File: src/rtl/mul_seq_ctrl_pkg.sv
// Shared definitions for the iterative shift-add multiplier controller:
// FSM state encoding and the default operand width.
package mul_seq_ctrl_pkg;

   localparam int MUL_WIDTH = 32;

   typedef enum logic [1:0] {
      ST_IDLE = 2'd0,
      ST_RUN  = 2'd1,
      ST_DONE = 2'd2
   } mul_state_e;

endpackage : mul_seq_ctrl_pkg

File: src/rtl/mul_seq_ctrl_add32.sv
// Plain ripple adder shared by the multiplier datapath; instantiated one bit
// wider than the operands so the partial-product carry-out is kept.
module mul_seq_ctrl_add32 #(
   parameter int WIDTH = 32
) (
   input  logic [WIDTH-1:0] a_i,
   input  logic [WIDTH-1:0] b_i,
   output logic [WIDTH-1:0] sum_o
);

   assign sum_o = a_i + b_i;

endmodule : mul_seq_ctrl_add32

File: src/rtl/mul_seq_ctrl.sv
// Iterative shift-add MULT/MULTU controller: one partial-product add per cycle,
// WIDTH cycles per product, result latched into HI/LO on completion.
module mul_seq_ctrl
   import mul_seq_ctrl_pkg::*;
#(
   parameter int WIDTH = MUL_WIDTH
) (
   input  logic             clk,
   input  logic             rst,
   input  logic             start,
   input  logic             sign,
   input  logic [WIDTH-1:0] a,
   input  logic [WIDTH-1:0] b,
   input  logic             flush,
   output logic             busy,
   output logic             done,
   output logic [WIDTH-1:0] hi,
   output logic [WIDTH-1:0] lo,
   output mul_state_e       dbg_state
);

   localparam int CNT_W = (WIDTH > 1) ? $clog2(WIDTH) : 1;
   localparam logic [CNT_W-1:0] CNT_LAST = CNT_W'(WIDTH - 1);

   mul_state_e         state_q;
   logic [CNT_W-1:0]   cnt_q;
   logic [WIDTH-1:0]   mc_q;
   logic [2*WIDTH-1:0] p_q;
   logic               neg_q;
   logic               busy_q;
   logic               done_q;
   logic [WIDTH-1:0]   hi_q;
   logic [WIDTH-1:0]   lo_q;

   logic [WIDTH-1:0]   abs_a;
   logic [WIDTH-1:0]   abs_b;
   logic [WIDTH:0]     add_a;
   logic [WIDTH:0]     add_b;
   logic [WIDTH:0]     add_sum;
   logic [WIDTH:0]     sum;
   logic [2*WIDTH-1:0] p_d;
   logic [2*WIDTH-1:0] prod_d;
   logic               accept;
   logic               last;
   logic               finish;

   // Operand magnitudes and final sign fix-up use local incrementers,
   // keeping the shared adder dedicated to the partial-product add.
   always_comb begin
      abs_a  = (sign & a[WIDTH-1]) ? (~a + WIDTH'(1)) : a;
      abs_b  = (sign & b[WIDTH-1]) ? (~b + WIDTH'(1)) : b;
      add_a  = {1'b0, p_q[2*WIDTH-1:WIDTH]};
      add_b  = {1'b0, mc_q};
      sum    = p_q[0] ? add_sum : add_a;
      p_d    = {sum, p_q[WIDTH-1:1]};
      prod_d = neg_q ? (~p_d + (2*WIDTH)'(1)) : p_d;
   end

   mul_seq_ctrl_add32 #(
      .WIDTH(WIDTH + 1)
   ) u_add (
      .a_i  (add_a),
      .b_i  (add_b),
      .sum_o(add_sum)
   );

   assign accept = start & ~flush & ((state_q == ST_IDLE) | (state_q == ST_DONE));
   assign last   = (cnt_q == CNT_LAST);
   assign finish = (state_q == ST_RUN) & ~flush & last;

   always_ff @(posedge clk or posedge rst) begin
      if (rst) begin
         state_q <= ST_IDLE;
         cnt_q   <= '0;
         mc_q    <= '0;
         p_q     <= '0;
         neg_q   <= 1'b0;
         busy_q  <= 1'b0;
         done_q  <= 1'b0;
      end else begin
         case (state_q)
            ST_IDLE, ST_DONE: begin
               done_q <= 1'b0;
               if (accept) begin
                  state_q <= ST_RUN;
                  busy_q  <= 1'b1;
                  cnt_q   <= '0;
                  mc_q    <= abs_a;
                  p_q     <= {{WIDTH{1'b0}}, abs_b};
                  neg_q   <= sign & (a[WIDTH-1] ^ b[WIDTH-1]);
               end else begin
                  state_q <= ST_IDLE;
                  busy_q  <= 1'b0;
               end
            end
            ST_RUN: begin
               if (flush) begin
                  state_q <= ST_IDLE;
                  busy_q  <= 1'b0;
               end else begin
                  p_q   <= p_d;
                  cnt_q <= cnt_q + CNT_W'(1);
                  if (last) begin
                     state_q <= ST_DONE;
                     busy_q  <= 1'b0;
                     done_q  <= 1'b1;
                  end
               end
            end
            default: begin
               state_q <= ST_IDLE;
               busy_q  <= 1'b0;
               done_q  <= 1'b0;
            end
         endcase
      end
   end

   // HI/LO only move on a clean completion; a flushed operation leaves them intact.
   always_ff @(posedge clk or posedge rst) begin
      if (rst) begin
         hi_q <= '0;
         lo_q <= '0;
      end else if (finish) begin
         hi_q <= prod_d[2*WIDTH-1:WIDTH];
         lo_q <= prod_d[WIDTH-1:0];
      end
   end

   assign busy      = busy_q;
   assign done      = done_q;
   assign hi        = hi_q;
   assign lo        = lo_q;
   assign dbg_state = state_q;

endmodule : mul_seq_ctrl
File: config.mk
export PLATFORM = sky130hd
export DESIGN_NAME = mul_seq_ctrl
export DESIGN_NICKNAME = d
export VERILOG_FILES = /design/src/rtl/mul_seq_ctrl_pkg.sv /design/src/rtl/mul_seq_ctrl_add32.sv /design/src/rtl/mul_seq_ctrl.sv
export SDC_FILE = /design/constraint.sdc
export NUM_CORES = 1
export LEC_CHECK = 0
export CORE_ASPECT_RATIO = 0.6
export CORE_MARGIN = 2
export CORE_UTILIZATION = 34
export DETAILED_ROUTE_END_ITERATION = 7
export PLACE_DENSITY_LB_ADDON = 0.3
export SLEW_MARGIN = 10
export SYNTH_ARGS = -nofsm -noshare
export SYNTH_HDL_FRONTEND = slang
export SYNTH_SLANG_ARGS = --single-unit
File: constraint.sdc
create_clock -name clk -period 7.9 [get_ports clk]
set_clock_uncertainty 0.1 [all_clocks]
set_input_delay 2.37 -clock clk [delete_from_list [all_inputs] [get_ports clk]]
set_output_delay 2.37 -clock clk [all_outputs]
set_load 0.02 [all_outputs]
==> impl_metrics.json <==
{
  "cts_buffer_depth": 2,
  "final_cells": 1951,
  "crit_required_ps": 8090,
  "worstPathArrival_ps": 5450,
  "internal_power_mw": 2.199,
  "antenna_found_initial": 3,
  "clock_latency_ps": 450,
  "critical-path-slowest-cell": "nor4_1",
  "die_width_um": 240.7,
  "relSlewSlack_pct": 20.03,
  "cts_resized": 0,
  "tritoncts": "done",
  "drt_iter0_drc": 927,
  "cts_hold_buffers": 0,
  "worst_ir_drop_vdd_uv": 176.7,
  "hp-start": "hi[4]",
  "final_nets": 1593,
  "cts_sinks": 169,
  "syn_avg_cell_area_um2": 8.155,
  "critPathMaxFanout": 6,
  "cpPeakStageDelay_ps": 930,
  "synth_top_area_share_pct": 37.02,
  "synth_edf_count": 0,
  "max_freq_mhz": 190.1,
  "post-route-min-period_ps": 5261,
  "yosysTopAreaCell": "dfrtp_1",
  "fin_crit_sh_pct": 66.60,
  "p_leak_nw": 5.596,
  "power_frac_comb_pct": 46.4,
  "grt_overflow": 0,
  "synth_area_um2": 11420,
  "grt_max_degree": 109,
  "clkPwrFrac_pct": 22.3,
  "routed_wl_um": 35370,
  "tightest_slew_ps": 1189,
  "seqPwrFrac_pct": 31.3,
  "portBuffers": 136,
  "ys_async_sr_fraction_pct": 100.0,
  "finalHoldViolCount": 0,
  "crit_family": "simple AND/OR/NAND/NOR gates",
  "wl_per_cell_um": 18.13,
  "fp.dieH_um": 146.0,
  "syn_nets": 1508,
  "routabilityCongestion": 0.9308,
  "cp-startpoint": "a[1]",
  "path_buf_inv": 2,
  "utilization_pct": 41.97,
  "placedCellCount": 1917,
  "ys_types": 78,
  "postSynthCellCount": 1401,
  "fillCellCount": 3310,
  "dp_hpwl_um": 26240,
  "ant_nets": 0,
  "yosys-top-cells-count": "nand2_1 (261), o21ai_0 (204), dfrtp_1 (169), nor2_1 (87), a21oi_1 (80)",
  "yosysSeqAreaShare_pct": 37.02,
  "first_global_vias": 10000,
  "fin_setup_tns_ps": 0,
  "status": "completed",
  "whs_path_depth": 2,
  "drv_slew": 0,
  "power_density_nw_per_um2": 280.6,
  "finalSetupViolCount": 0,
  "drc": 0,
  "grtUsageTotal_pct": 20.60,
  "grt_setup_unrepaired": "false",
  "worst_slack_ps": 2639,
  "syn2layout_area_growth_pct": 20.25,
  "switching_share_pct": 42.95,
  "vias": 10450,
  "worstSetupEndpointType": "register",
  "yosys.cell_count.top_type": "nand2_1",
  "r2r_start": "mc_q[0]",
  "cts-buffers-inserted": 17,
  "grt_pass1_wl_um": 56620,
  "ys_seq_elements": 169,
  "max_cap_violations": 0,
  "cp.depth": 11,
  "synthFlopType": "dfrtp_1",
  "synthTopCellsByArea": "dfrtp_1 (37%), o21ai_0 (8.9%), nand2_1 (8.6%)",
  "htreeDepth": 4,
  "clk_pin_slew_ps": 70,
  "power_switching_mw": 1.656,
  "path_cells": "clkdlybuf4s50_1 > inv_1 > ha_1 > nand3_1 > nor2_1 > nand2_1 > or4_1 > nor4_1 > a41oi_1 > xnor2_1 > o21ai_0",
  "hold_path_class": "reg2reg",
  "pre_cts_ws_ps": 2207,
  "core_um2": 32740,
  "io_pins": 137,
  "die_area_um2": 35130,
  "vias_per_cell": 5.357,
  "rows": 51,
  "critPathLaunchType": "primary input",
  "reg2regPathDepth": 13,
  "ys_warn_count": 0,
  "post_cts_buffers": 0,
  "hold_slack_ps": 379.0,
  "drive_above_1_share_pct": 4.603,
  "drtPass1Iterations": 5,
  "start_util_pct": 34.90,
  "clockRootBuffer": "clkbuf_16",
  "crit_type": "in2reg"
}
## metrics by stage
step / power (mW) / instance area [µm²]
3_3_place_gp: 2.956 / 13150
3_5_place_dp: 2.984 / 13150
6_report: 3.856 / 13740
5_1_grt: 4.149 / 13740
2_1_floorplan: 2.502 / 11420
4_1_cts: 3.858 / 13730
## area by class of cell
class                      count  area, µm²  area share, %
sequential                   169       4230          30.79
tap                          450      563.0          4.098
clock buffer                  21      460.4          3.352
clock inverter                11      120.1         0.8743
antenna                        2      5.005        0.03643
inverter                      27      106.4         0.7741
timing repair buffer         144       1434          10.44
multi-input combinational   1127       6819          49.64
## flip-flops by register name, summed over array words and instances, names as in the netlist
name and flops:
hi 32, done 1, lo 32, cnt_q 5, mc_q 32, dbg_state 2, neg_q 1, p_q 64
## layout by cell type (no fill, tap or decap), types with 6 or more instances in the layout
cell type / count
dfrtp_1: 168
o21ai_0: 204
nor2b_1: 8
a21oi_1: 80
clkdlybuf4s50_1: 136
nor4_1: 8
nand2_1: 259
nor2_1: 85
xor2_1: 71
or3_1: 15
nand4_1: 15
or4_1: 6
o31ai_1: 29
mux2i_1: 9
clkbuf_16: 17
o41ai_1: 9
nand2b_1: 15
a21o_1: 8
and2_1: 7
nand3_1: 26
buf_4: 7
ha_1: 37
inv_1: 26
o21ai_1: 14
xnor2_1: 63
a22o_1: 10
a31oi_1: 11
o21a_1: 6
nor3_1: 26
## worst reg2reg max path, cell delays in order, from the launching register on
cell and delay [ps]:
dfrtp_1 440, ha_1 290, fa_1 430, a21o_1 240, a221oi_4 420, xnor2_1 170, a211o_1 370, nor3_1 260
nand2_1 160, nor2_1 700, nand4_2 300, o31ai_2 330, xnor2_1 180, o21ai_1 90
## power by group through the flow
stage               Combinational [mW]  Clock, mW  Sequential (mW)
finish                            1.79      0.860             1.21
CTS                               1.78      0.879             1.20
detailed placement                1.77          0             1.22
global placement                  1.74          0             1.21
floorplan                         1.36          0             1.15
global route                      2.01      0.913             1.23
## cell families (layout without fill, tap and decap cells)
family          Yosys count  count (layout)  share of synthesized area (%)
buf+inv                 105             203                          3.537
mux                      12              12                          1.084
fa+ha+maj                38              38                          4.227
compound gates          437             437                          23.52
other cells               0               2                              0
xor+xnor                134             134                          10.27
simple gates            506             506                          20.34
flops                   169             169                          37.02
## final timing paths
check                           slack, ps        to
worst min-delay path                  380     hi[4]
max in group asynchronous            4410     neg_q
min in group asynchronous            2250    lo[23]
worst max register to register       3310    hi[31]
worst max-delay path                 2640  mc_q[26]
worst min register to register        380     hi[4]
## per-layer routing
layer	track usage, %	part of all wire [%]	vias to the layer above
met5	0	0	-
met4	6.025	1.6	0
met3	3.964	5.1	39
met2	28.01	41	280
met1	32.25	53	4990
li1	-	-	5142
No activity file was read; power rests on OpenSTA's default activity.
